==> config.mk <==
export PLATFORM = sky130hd
export DESIGN_NAME = wishbone_nn_flat
export DESIGN_NICKNAME = d
export VERILOG_FILES = /design/src/rtl/wishbone_nn_if.sv /design/src/rtl/wishbone_nn.sv /design/src/flat_wrapper.sv
export SDC_FILE = /design/constraint.sdc
export NUM_CORES = 1
export LEC_CHECK = 0
export CAP_MARGIN = 10
export CORE_MARGIN = 2
export CORE_UTILIZATION = 54
export DETAILED_ROUTE_END_ITERATION = 12
export PLACE_DENSITY = 0.86
export REMOVE_ABC_BUFFERS = 1
export SYNTH_ARGS = -nofsm -noshare
export SYNTH_HDL_FRONTEND = slang
export SYNTH_SLANG_ARGS = --single-unit
export TNS_END_PERCENT = 5
==> constraint.sdc <==
create_clock -name wb_clk_i -period 7.7 [get_ports wb_clk_i]
set_clock_uncertainty 0.15 [all_clocks]
set_input_delay 1.54 -clock wb_clk_i [delete_from_list [all_inputs] [get_ports wb_clk_i]]
set_output_delay 1.54 -clock wb_clk_i [all_outputs]
set_load 0.05 [all_outputs]
==> src/rtl/wishbone_nn_if.sv <==
// rtl/wishbone_nn_if.sv - Wishbone B4 classic slave bus bundle for the NN staging FIFO

interface wishbone_nn_if;
   logic        wbs_stb_i;
   logic        wbs_cyc_i;
   logic        wbs_we_i;
   logic [3:0]  wbs_sel_i;
   logic [31:0] wbs_dat_i;
   logic [31:0] wbs_adr_i;
   logic        wbs_ack_o;
   logic [31:0] wbs_dat_o;

   // Slave side: the FIFO block sees requests in and drives ack/read data out
   modport slave (
      input  wbs_stb_i,
      input  wbs_cyc_i,
      input  wbs_we_i,
      input  wbs_sel_i,
      input  wbs_dat_i,
      input  wbs_adr_i,
      output wbs_ack_o,
      output wbs_dat_o
   );

   // Master side: the management core drives requests and observes the reply
   modport master (
      output wbs_stb_i,
      output wbs_cyc_i,
      output wbs_we_i,
      output wbs_sel_i,
      output wbs_dat_i,
      output wbs_adr_i,
      input  wbs_ack_o,
      input  wbs_dat_o
   );
endinterface

==> src/rtl/wishbone_nn.sv <==
// rtl/wishbone_nn.sv - Wishbone slave word FIFO staging data for the NN datapath

module wishbone_nn #(
   parameter int          DEPTH    = 8,
   parameter logic [31:0] BASE_ADR = 32'h3000_0000
) (
   input  logic          wb_clk_i,
   input  logic          wb_rst_i,
   wishbone_nn_if.slave  wbs
);

   localparam int PW = $clog2(DEPTH);
   localparam int CW = PW + 1;

   localparam logic [5:0] OFS_DATA    = 6'd0;
   localparam logic [5:0] OFS_STATUS  = 6'd1;
   localparam logic [5:0] OFS_CONTROL = 6'd2;

   // Ack sequencer: IDLE accepts a new access, ACK is the single reply cycle
   typedef enum logic {
      ST_IDLE,
      ST_ACK
   } state_t;

   state_t            r_state;
   state_t            w_state_nxt;

   logic [31:0]       r_mem [DEPTH];
   logic [PW-1:0]     r_wr_ptr;
   logic [PW-1:0]     r_rd_ptr;
   logic [CW-1:0]     r_count;
   logic              r_overflow;
   logic              r_underflow;
   logic [31:0]       r_dat_o;

   logic              w_sel;
   logic              w_access;
   logic [5:0]        w_ofs;
   logic              w_empty;
   logic              w_full;
   logic [31:0]       w_status;
   logic              w_push;
   logic              w_pop;
   logic              w_drop;
   logic              w_under;
   logic              w_flush;
   logic              w_clear;
   logic              w_rd_ack;
   logic [31:0]       w_rdata;

   // Byte selects and the address bits between the slave decode and the
   // word offset carry no meaning for this block; folded here so they are
   // visibly consumed.
   logic              w_unused;
   assign w_unused = ^{wbs.wbs_sel_i, wbs.wbs_adr_i[23:8], wbs.wbs_adr_i[1:0]};

   assign w_sel   = wbs.wbs_cyc_i & wbs.wbs_stb_i &
                    (wbs.wbs_adr_i[31:24] == BASE_ADR[31:24]);
   // A held strobe is acted on only while no ack is outstanding, so every
   // access produces exactly one push or pop.
   assign w_access = w_sel & (r_state == ST_IDLE);
   assign w_ofs    = wbs.wbs_adr_i[7:2];

   assign w_empty = (r_count == '0);
   assign w_full  = (r_count == CW'(DEPTH));

   // Status word assembled from live FIFO state and the sticky flags
   always_comb begin
      w_status       = '0;
      w_status[0]    = w_empty;
      w_status[1]    = w_full;
      w_status[2]    = r_overflow;
      w_status[3]    = r_underflow;
      w_status[15:8] = 8'(r_count);
   end

   // Ack state register
   always_ff @(posedge wb_clk_i) begin
      if (wb_rst_i) begin
         r_state <= ST_IDLE;
      end else begin
         r_state <= w_state_nxt;
      end
   end

   // Ack next-state: one reply cycle per accepted access, then back to idle
   always_comb begin
      w_state_nxt = r_state;
      case (r_state)
         ST_IDLE: if (w_sel) w_state_nxt = ST_ACK;
         ST_ACK:  w_state_nxt = ST_IDLE;
         default: w_state_nxt = ST_IDLE;
      endcase
   end

   // Register decode: turn an accepted access into FIFO/flag actions and read data
   always_comb begin
      w_push   = 1'b0;
      w_pop    = 1'b0;
      w_drop   = 1'b0;
      w_under  = 1'b0;
      w_flush  = 1'b0;
      w_clear  = 1'b0;
      w_rd_ack = w_access & ~wbs.wbs_we_i;
      w_rdata  = '0;
      if (w_access) begin
         case (w_ofs)
            OFS_DATA: begin
               if (wbs.wbs_we_i) begin
                  w_push = ~w_full;
                  w_drop = w_full;
               end else begin
                  w_pop   = ~w_empty;
                  w_under = w_empty;
                  w_rdata = w_empty ? 32'h0 : r_mem[r_rd_ptr];
               end
            end
            OFS_STATUS: begin
               if (!wbs.wbs_we_i) w_rdata = w_status;
            end
            OFS_CONTROL: begin
               if (wbs.wbs_we_i) begin
                  w_flush = wbs.wbs_dat_i[0];
                  w_clear = wbs.wbs_dat_i[1];
               end
            end
            default: w_rdata = '0;
         endcase
      end
   end

   // Storage array: written only on an accepted push, no reset needed
   always_ff @(posedge wb_clk_i) begin
      if (!wb_rst_i && w_push) begin
         r_mem[r_wr_ptr] <= wbs.wbs_dat_i;
      end
   end

   // Pointers and occupancy; flush wins over the data path
   always_ff @(posedge wb_clk_i) begin
      if (wb_rst_i) begin
         r_wr_ptr <= '0;
         r_rd_ptr <= '0;
         r_count  <= '0;
      end else if (w_flush) begin
         r_wr_ptr <= '0;
         r_rd_ptr <= '0;
         r_count  <= '0;
      end else if (w_push) begin
         r_wr_ptr <= r_wr_ptr + 1'b1;
         r_count  <= r_count + 1'b1;
      end else if (w_pop) begin
         r_rd_ptr <= r_rd_ptr + 1'b1;
         r_count  <= r_count - 1'b1;
      end
   end

   // Sticky error flags, cleared only by the control register
   always_ff @(posedge wb_clk_i) begin
      if (wb_rst_i) begin
         r_overflow  <= 1'b0;
         r_underflow <= 1'b0;
      end else begin
         if (w_clear) begin
            r_overflow  <= 1'b0;
            r_underflow <= 1'b0;
         end
         if (w_drop)  r_overflow  <= 1'b1;
         if (w_under) r_underflow <= 1'b1;
      end
   end

   // Read data register: loads only on a read ack and holds until the next one
   always_ff @(posedge wb_clk_i) begin
      if (wb_rst_i) begin
         r_dat_o <= '0;
      end else if (w_rd_ack) begin
         r_dat_o <= w_rdata;
      end
   end

   assign wbs.wbs_ack_o = (r_state == ST_ACK);
   assign wbs.wbs_dat_o = r_dat_o;

endmodule

==> src/flat_wrapper.sv <==
// flat-port wrapper written by rule: the top's interface ports become plain ports
module wishbone_nn_flat 
#(
   parameter int          DEPTH    = 8,
   parameter logic [31:0] BASE_ADR = 32'h3000_0000
)
  (wb_clk_i, wb_rst_i, wbs_wbs_stb_i, wbs_wbs_cyc_i, wbs_wbs_we_i, wbs_wbs_sel_i, wbs_wbs_dat_i, wbs_wbs_adr_i, wbs_wbs_ack_o, wbs_wbs_dat_o);
  wishbone_nn_if wbs_i ();
  input  logic wb_clk_i;
  input  logic wb_rst_i;
  input wire logic [$bits(wbs_i.wbs_stb_i)-1:0] wbs_wbs_stb_i;
  input wire logic [$bits(wbs_i.wbs_cyc_i)-1:0] wbs_wbs_cyc_i;
  input wire logic [$bits(wbs_i.wbs_we_i)-1:0] wbs_wbs_we_i;
  input wire logic [$bits(wbs_i.wbs_sel_i)-1:0] wbs_wbs_sel_i;
  input wire logic [$bits(wbs_i.wbs_dat_i)-1:0] wbs_wbs_dat_i;
  input wire logic [$bits(wbs_i.wbs_adr_i)-1:0] wbs_wbs_adr_i;
  output wire logic [$bits(wbs_i.wbs_ack_o)-1:0] wbs_wbs_ack_o;
  output wire logic [$bits(wbs_i.wbs_dat_o)-1:0] wbs_wbs_dat_o;
  assign wbs_i.wbs_stb_i = wbs_wbs_stb_i;
  assign wbs_i.wbs_cyc_i = wbs_wbs_cyc_i;
  assign wbs_i.wbs_we_i = wbs_wbs_we_i;
  assign wbs_i.wbs_sel_i = wbs_wbs_sel_i;
  assign wbs_i.wbs_dat_i = wbs_wbs_dat_i;
  assign wbs_i.wbs_adr_i = wbs_wbs_adr_i;
  assign wbs_wbs_ack_o = wbs_i.wbs_ack_o;
  assign wbs_wbs_dat_o = wbs_i.wbs_dat_o;
  wishbone_nn #(.DEPTH(DEPTH), .BASE_ADR(BASE_ADR)) u_core (.wb_clk_i(wb_clk_i), .wb_rst_i(wb_rst_i), .wbs(wbs_i));
endmodule
Word level (Yosys, flattened, before mapping) --
Memories as Yosys holds them, arrays and structs flattened. A register that Yosys moved wholly into a read port is not among the register bits. Cells that the tools add are included.
Word-level totals: input port bits 73, RAM bits 256, register bits 45, memories 1, output and inout bits 33
Operators by class: muxes and demuxes 34, reduce and logical (&&, ||, !) cells 9, eq/ne operators 4, $add $sub $neg 4, bitwise logic cells 9
Memories:
- u_core.r_mem | words 8, width 32, rd ports 1, clocked after memory_dff 1, write ports 1, line wishbone_nn.sv:28 | logic [31:0] r_mem [DEPTH];
Operators by type and width (number):
- $mux W32 | 3
- $pmux W32 S2 | 1
- $mux W1 | 24
- $mux W12 | 1
- $eq A8 B6 Y1 const B | 1
- $mux W4 | 2
- $add A3 B1 Y3 const B | 2
- $eq A6 B1 Y1 const B | 1
- $eq A6 B2 Y1 const B | 1
- $logic_not A6 Y1 | 1
- $mux W3 | 2
- $reduce_bool A2 Y1 | 3
- $not A1 Y1 | 5
- $add A4 B1 Y4 const B | 1
- $and A1 B1 Y1 | 4
- $eq A4 B4 Y1 const B | 1
- $logic_not A4 Y1 | 1
- $sub A4 B1 Y4 const B | 1
- $pmux W1 S2 | 1
- $reduce_and A2 Y1 | 1
- $reduce_or A2 Y1 | 1
- $logic_and A1 B1 Y1 | 1
- $logic_not A1 Y1 | 1

Depth between registers and ports, before layout --
Gate-level depths: netlist (run 1).
depth in word-level cells 9, gate-level depth with buffers 10, mapped depth without buffers 9

Least setup slack after synthesis (run 1) --
Ideal clock, no wire load.
path kind input to register, start input wbs_wbs_adr_i[24], end memory u_core.r_mem[2][0], enable pin, arrival time 5.246 ns, stages 6, data required time 7.089 ns, path buffers 1, setup time 0.461 ns, path slack 1.843 ns, path through nor4b_2 > nand3_1 > or2_1 > clkbuf_1 > or3b_1 > nor3_1
Between the ends: word-level cells in the longest chain between the ends 7
Ends and longest elaborated chain:
- start, declared | line flat_wrapper.sv:16 | input wire logic [$bits(wbs_i.wbs_adr_i)-1:0] wbs_wbs_adr_i;
- $eq A8 B6 Y1 | line wishbone_nn.sv:58 | (wbs.wbs_adr_i[31:24] == BASE_ADR[31:24]);
- $and A1 B1 Y1 | line wishbone_nn.sv:57 | assign w_sel = wbs.wbs_cyc_i & wbs.wbs_stb_i &
- $and A1 B1 Y1 | line wishbone_nn.sv:61 | assign w_access = w_sel & (r_state == ST_IDLE);
- $mux W1 | line wishbone_nn.sv:106 | if (w_access) begin
- $logic_and A1 B1 Y1 | line wishbone_nn.sv:134 | if (!wb_rst_i && w_push) begin
- $mux W1 | line wishbone_nn.sv:134
- $mux W1 (implied by the code) | line wishbone_nn.sv:135 | r_mem[r_wr_ptr] <= wbs.wbs_dat_i;
- end, declared | line wishbone_nn.sv:28
No other way between the ends.

Worst setup path after layout (run 1) --
start input wbs_wbs_adr_i[24], end memory u_core.r_mem[2][22], enable pin
The elaborated chain is that of the path after synthesis.

==> results by group, run 1 <==
CTS
  – CTS root buf: clkbuf_16
  – Longest Clk Path Bufs: 3
  – Cts repair resizes: 0
  – Num CTS Buffers: 29
  – Clk sink count: 304
  – Clk pin slew, worst setup/hold paths: approximately 60 ps
  – CTS tree: yes
  – Hold Buf Count CTS: 0
  – Postcts setup bufs: 0
  – Clock Latency Late Sink: 550 ps
  – H-Tree Depth: 1

STA
  – Fin. max-slew vios: 0
  – Hold Vio Cnt, Final: 0
  – Unrepaired setup endpoints after global routing: no
  – Final setup vio count: 0
  – Relative slew slack: between 20% and 30%
  – Final period utilization: 61.6%
  – Worst slew pin tran: 1160 ps
  – Min cycle time layout: ~4700 ps
  – Setup TNS: 0 ps
  – Final Hold Slack: approximately 330 ps
  – Fmax: 211 MHz

Critical path
  – Reg2Reg Setup Slack: 4110 ps
  – R2R Path End: u_core.r_mem[2][22]$_DFFE_PP_
  – WS Path Type: in2reg
  – Critical path fanouts, max: 26
  – Setup crit start: wbs_wbs_adr_i[24]
  – Critical R2R Launch: u_core.wbs.wbs_ack_o$_SDFF_PP0_
  – CP endpoint kind: flip-flop
  – Critical Path RT: about 7700 ps
  – R2R depth: 6
  – Worst Path Arrival: approximately 4800 ps
  – Startpoint types: input port

Logic synthesis
  – Synth Instances: ~580
  – Mapped cell area: 11500 um^2
  – #FFs+latches synth: 304
  – EDFF count, synth: about 260
  – Main synth FF type: edfxtp_1
  – Synthesis warning total: 0
  – Sequential-to-total area share from yosys stat: 74.9%
  – Synth top area cells: edfxtp_1 67%, mux4_2 12%, dfxtp_1 8.3%
  – Share of the synthesized area in the top cell type: 66.6%
  – Syn_area_per_cell: 19.8 um^2
  – Post-synth ARST share: 0%
  – Yosys top cell by area: edfxtp_1
  – Yosys cell types: 46

Worst hold path
  – Hold Startpoint: u_core.wbs.wbs_dat_o[10]$_SDFFE_PP0P_
  – Hold Path Depth: 1
  – Worst Hold Path EP: u_core.wbs.wbs_dat_o[10]$_SDFFE_PP0P_
  – Worst hold path class: reg2reg

Finish
  – Area grow syn2layout: 19.7%
  – # fillers: about 1.3k
  – Most frequent cells in the layout: 256 x edfxtp_1, 83 x clkdlybuf4s50_1, 64 x mux4_2
  – Share of layout cells above drive strength 1: about a quarter
  – Core Util, Final: 65.8%
  – Commonest non-fill, non-tap cell in the layout: edfxtp_1
  – Non-filler cells, final: 981
  – Inserted Diodes: 0
  – Fin nets: 761

Place
  – Dpl hpwl: 13.1 mm
  – # placed instances: about 900
  – Port Buffers: just over 80
  – GP Congestion: 0.858

Pwr
  – Leak: 0.00427 uW
  – PD cells: 245 nW/um^2
  – Peak supply drop: between 150 and 200 uV
  – Tot Pwr: 3390 uW

Die
  – Rows: 53
  – I/O pin cnt: around 110
  – Die Y: 150 um
  – Initial Utilization: about 55%
  – Die X: 150 um
  – Die ar.: 22600 um^2
  – Core area: 21000 um^2

Route
  – WL per Instance: 24.0 um
  – Via count: 5981
  – DR iter-0 viols: 620
  – Drt drc: 0
  – Remaining antenna violation count: 0
  – DRT Pass-1 Iters: 5
  – Drt total wl: 23.5 mm
  – Vias per std cell: roughly 6

GRT
  – Vias in the first global route: 6154
  – Remaining global-route overflow: 0
  – Initial antenna violation count: 0
  – First-pass GRT wire length: ~36 mm
  – Largest net degree at the start of global routing: 48
  – Gr usage total: between 20% and 30%

Run status
  – Status: completed

Run
  – Max Cap Violations: 0
[registers in the layout, summed over array words and instances (netlist names), named ones only]
name / count
u_core.r_underflow: 1
u_core.r_overflow: 1
u_core.r_rd_ptr: 3
u_core.r_wr_ptr: 3
u_core.wbs.wbs_ack_o: 1
u_core.wbs.wbs_dat_o: 32
u_core.r_count: 4
u_core.r_mem: 256
[synthesized netlist by cell type, types with 2 or more instances]
library cell	instances
nand4_1	2
nor4_1	3
mux2i_1	11
clkbuf_1	14
nor2_2	3
mux2_2	24
inv_1	3
nor2_1	51
a22oi_1	24
dfxtp_1	48
a21oi_1	11
nor3_1	3
mux4_2	64
ha_1	4
xnor2_1	3
xor2_1	2
o2bb2ai_1	7
buf_1	3
edfxtp_1	256
a21o_1	2
buf_2	9
or3_1	3
nand2_1	4
nand3_1	5
nor4b_1	2
nand2b_1	2
[where the power goes]
| part | internal [uW] | total (uW) | leakage, uW | switching (uW) |
|---|---|---|---|---|
| clock | 969 | 1560 | 0.000514 | 590 |
| combinational | 24.5 | 50.5 | 0.00107 | 26.0 |
| sequential | 1780 | 1780 | 0.00269 | 0.00297 |
[logic make-up (layout without fill, tap and decap cells)]
family                     Yosys count  after routing  synth area share [%]
adders and majority gates            5              5                 0.607
and+or+nand+nor                     88             88                  3.84
xor gates and xnor gates             5              5                 0.379
DFF                                304            304                  74.9
AOI/OAI and AO/OA                   51             51                  3.28
muxes                               99             99                  15.8
buffers and inverters               31            154                  1.20
[through the flow]
stage               area (um^2)  setup slack, ps
global placement          12800             2480
finish                    13800             2960
global route              13800             2720
CTS                       13800             2960
detailed placement        12800             2420
floorplan                 11400             1920
[routing by layer]
layer | up-vias | track usage, % | part of all wire (%) | routed length (um)
met5 | - | 0 | 0 | 0
met3 | 50 | 3.70 | 6.5 | 1540
met4 | 0 | 6.84 | 2.9 | 672
met2 | 243 | 35.9 | 50 | 11800
li1 | 2574 | - | - | -
met1 | 3114 | 28.7 | 40 | 9510
[final cells by class]
cell class	count	area, um^2	share of cell area (%)
clock inverter	20	309	2.24
tap	275	344	2.49
multi-input combinational	248	2810	20.3
timing repair buffer	97	936	6.77
clock buffer	34	754	5.46
sequential	304	8650	62.6
inverter	3	11.3	0.0815
[worst max-delay path by stage]
stage                                          to  cells after the start
finish              u_core.r_mem[2][22]$_DFFE_PP_                      7
CTS                  u_core.r_mem[2][2]$_DFFE_PP_                      7
global route         u_core.r_mem[2][2]$_DFFE_PP_                      7
detailed placement   u_core.r_mem[2][2]$_DFFE_PP_                      7
global placement    u_core.r_mem[2][25]$_DFFE_PP_                      7
floorplan            u_core.r_mem[2][0]$_DFFE_PP_                      5
[worst max-delay path, cell delays in order]
cell	delay, ps
clkdlybuf4s50_1	420
nor4b_2	370
nand3_1	340
or2_1	500
or3b_1	580
nor3_2	530
buf_4	500
Note: power is estimated with default switching activity, not from simulation.
==> run 2, diff against run 1 <==
Settings changed: CORE_UTILIZATION 54 to 51, PLACE_DENSITY 0.86 to 0.85.
Clock period 7.7 ns to 3.9 ns, I/O delays scaled along.
==> run 2 against run 1 <==
Net effect:
- first-iteration DRC count down 11%
- hold slack worse by 6.3 ps
- die area up 5.7%
- via count up 0.12%
- sequential power up 97%
- clock power up 72%
- non-clock buffer count up 13
- count of clock-buffer cells in the layout down 1
- global-route usage down 1.1 points
- cell count up 1.9%
- sequential cell count unchanged
- critical endpoint is now u_core.r_count[3]$_SDFFE_PP0P_
- register-to-register slack worse by 3300 ps
==> results by group, run 2 (same netlist as run 1, synthesis figures left out) <==
Die
  – Initial Utilization: 51.5% (-3.5 points)
  – Die X: 154 um (+2.8%)
  – Die Y: 154 um (+2.8%)
  – Rows: 55 (+3.8%)
  – I/O pin cnt: 106 (unchanged)
  – Die ar.: 23900 um^2 (+5.7%)
  – Core area: 22400 um^2 (+6.7%)

Finish
  – Max reg flops: 256 (unchanged)
  – Most frequent cells in the layout: 256 x edfxtp_1, 83 x clkdlybuf4s50_1, 64 x mux4_2
  – Inserted Diodes: 0 (unchanged)
  – Fin area: 13900 um^2 (+0.53%)
  – Area grow syn2layout: 20.4%
  – Fin nets: 773 (+1.6%)
  – Core Util, Final: 61.9% (-3.8 points)
  – Share of layout cells above drive strength 1: 25.3% (+0.95 points)
  – # fillers: 1505 (+12%)
  – Non-filler cells, final: 1000 (+1.9%)
  – Commonest non-fill, non-tap cell in the layout: edfxtp_1
  – Reg with most FFs: u_core.r_mem

CTS
  – Clk pin slew, worst setup/hold paths: 70 ps (about the same)
  – Cts repair resizes: 0 (unchanged)
  – CTS tree: yes
  – Num CTS Buffers: 28 (-3.4%)
  – Longest Clk Path Bufs: 3 (unchanged)
  – CTS root buf: clkbuf_16
  – Clk sink count: 304 (unchanged)
  – Clock Latency Late Sink: 540 ps (about the same)
  – Postcts setup bufs: 0 (unchanged)
  – Hold Buf Count CTS: 0 (unchanged)
  – H-Tree Depth: 1 (unchanged)

STA
  – Fmax: 302 MHz
  – Unrepaired setup endpoints after global routing: no
  – Fin. max-slew vios: 0 (unchanged)
  – Final Hold Slack: 321 ps (-6.34 ps)
  – Hold Vio Cnt, Final: 0 (unchanged)
  – Setup TNS: 0 ps (unchanged)
  – Final period utilization: 84.9%
  – Min cycle time layout: about 3300 ps
  – Final setup vio count: 0 (unchanged)
  – Worst slew pin tran: 999 ps (-165 ps)
  – Relative slew slack: 33.4% (+11 points)

Critical path
  – Critical path fanouts, max: 6 (-77%)
  – R2R Path End: u_core.r_count[3]$_SDFFE_PP0P_
  – WS Path Type: in2reg
  – Startpoint types: input port
  – Critical Path RT: 4220 ps (-3520 ps)
  – R2R depth: 10 (+4)
  – Critical R2R Launch: u_core.r_count[0]$_SDFFE_PP0P_
  – Worst Path Arrival: 3630 ps (-1160 ps)
  – CP endpoint kind: flip-flop
  – Reg2Reg Setup Slack: 780 ps (-3330 ps)

GRT
  – Remaining global-route overflow: 0 (unchanged)
  – Routing usage on met3: 3.42% (-0.28 points)
  – Vias in the first global route: 6273 (+1.9%)
  – First-pass GRT wire length: 36.5 mm (+2.7%)
  – Met2 GRT Util: 34.2% (-1.7 points)
  – Gr usage total: 20.2% (-1.1 points)
  – Initial antenna violation count: 0 (unchanged)
  – Routing usage on met1: 26.4% (-2.3 points)
  – Global routing's busiest layer: met2
  – Largest net degree at the start of global routing: 64 (+33%)

Worst hold path
  – Worst Hold Path EP: u_core.wbs.wbs_dat_o[10]$_SDFFE_PP0P_
  – Hold Startpoint: u_core.wbs.wbs_dat_o[10]$_SDFFE_PP0P_
  – Worst hold path class: reg2reg
  – Hold Path Depth: 1 (unchanged)

Pwr
  – Sequential power share: 55.8% (+3.3 points)
  – Switching part of the total power: 19.0% (+0.85 points)
  – PD cells: 453 nW/um^2 (+85%)
  – P_int: 5100 uW (+84%)
  – Peak supply drop: 295 uV (+59%)
  – Leak: 0.00430 uW (+0.70%)
  – Gate power share: 1.6% (about the same)
  – Clock share of power: 42.5% (-3.5 points)
  – Total net switching power: 1200 uW (+94%)

Route
  – WL per Instance: 24.1 um (+0.22%)
  – DRT Pass-1 Iters: 6 (+1)
  – Via count: 5988 (+0.12%)
  – DR iter-0 viols: 551 (-11%)
  – Remaining antenna violation count: 0 (unchanged)
  – Vias per std cell: 5.99 (-1.8%)
  – Drt total wl: 24.1 mm (+2.2%)
  – Drt drc: 0 (unchanged)

Place
  – Dpl hpwl: 13.7 mm (+4.8%)
  – GP Congestion: 0.842 (-1.9%)
  – Post-DP Area: 13000 um^2 (+1.8%)
  – # placed instances: 950 (+2.5%)
  – Port Buffers: 83 (unchanged)

Run
  – Max Cap Violations: 0 (unchanged)

Run status
  – Status: completed
## run 2: cell count changes in the layout (fill, tap and decap cells not counted)
cell	change
clkbuf_16	-1
clkinv_8	+1
buf_4	+3
buf_12	+10
clkinv_2	+4
bufinv_16	-5
clkinvlp_4	-2
inv_6	-1
## run 2: stage by stage
stage / power, uW / setup WS (ps)
2_1_floorplan: 3590 / -1120
3_3_place_gp: 3680 / 176
5_1_grt: 6450 / 439
4_1_cts: 6330 / 612
6_report: 6290 / 590
3_5_place_dp: 3680 / 63.8
## run 2: how the worst max path moves through the flow
stage	endpoint	cells after the start	slack, ps	start
after global routing	u_core.r_count[3]$_SDFFE_PP0P_	11	440	wbs_wbs_adr_i[5]
final	u_core.r_count[3]$_SDFFE_PP0P_	11	590	wbs_wbs_adr_i[5]
after global placement	u_core.r_mem[2][9]$_DFFE_PP_	7	180	wbs_wbs_adr_i[5]
after floorplan	u_core.r_mem[2][0]$_DFFE_PP_	5	-1120	wbs_wbs_adr_i[24]
after detailed placement	u_core.r_mem[2][9]$_DFFE_PP_	7	60	wbs_wbs_adr_i[5]
after CTS	u_core.r_mem[2][8]$_DFFE_PP_	7	610	wbs_wbs_adr_i[5]
## run 2: critical path, stage by stage
cell             delay [ps]
clkdlybuf4s50_1         420
nor4_1                  420
nand4_1                 260
or2_1                   380
buf_4                   210
ha_1                    290
a21o_1                  110
a21oi_1                  80
or3_1                   340
a21o_1                  200
a21oi_1                 140
## run 2: metal layers
| metal | part of all wire (%) | wire length (um) |
|---|---|---|
| met5 | 0 | 0 |
| met4 | 3.5 | 831 |
| met2 | 50 | 11900 |
| met1 | 40 | 9510 |
| met3 | 7.4 | 1770 |
## run 2: area by class of cell
cell class / instances / area (um^2) / area share [%]
Sequential cell: 304 / 8650 / 62.3
Multi-Input combinational cell: 248 / 2810 / 20.2
Timing Repair Buffer: 110 / 1160 / 8.34
Clock buffer: 33 / 729 / 5.25
Tap cell: 285 / 357 / 2.57
Clock inverter: 17 / 171 / 1.23
Inverter: 3 / 11.3 / 0.0810
## run 2: power by group through the flow
stage / combinational, uW / clock [uW] / sequential [uW]
after floorplan: 7.73 / 0 / 3590
after global placement: 93.0 / 0 / 3580
after detailed placement: 99.7 / 0 / 3580
after global routing: 110 / 2830 / 3510
after CTS: 101 / 2710 / 3510
final: 102 / 2680 / 3510
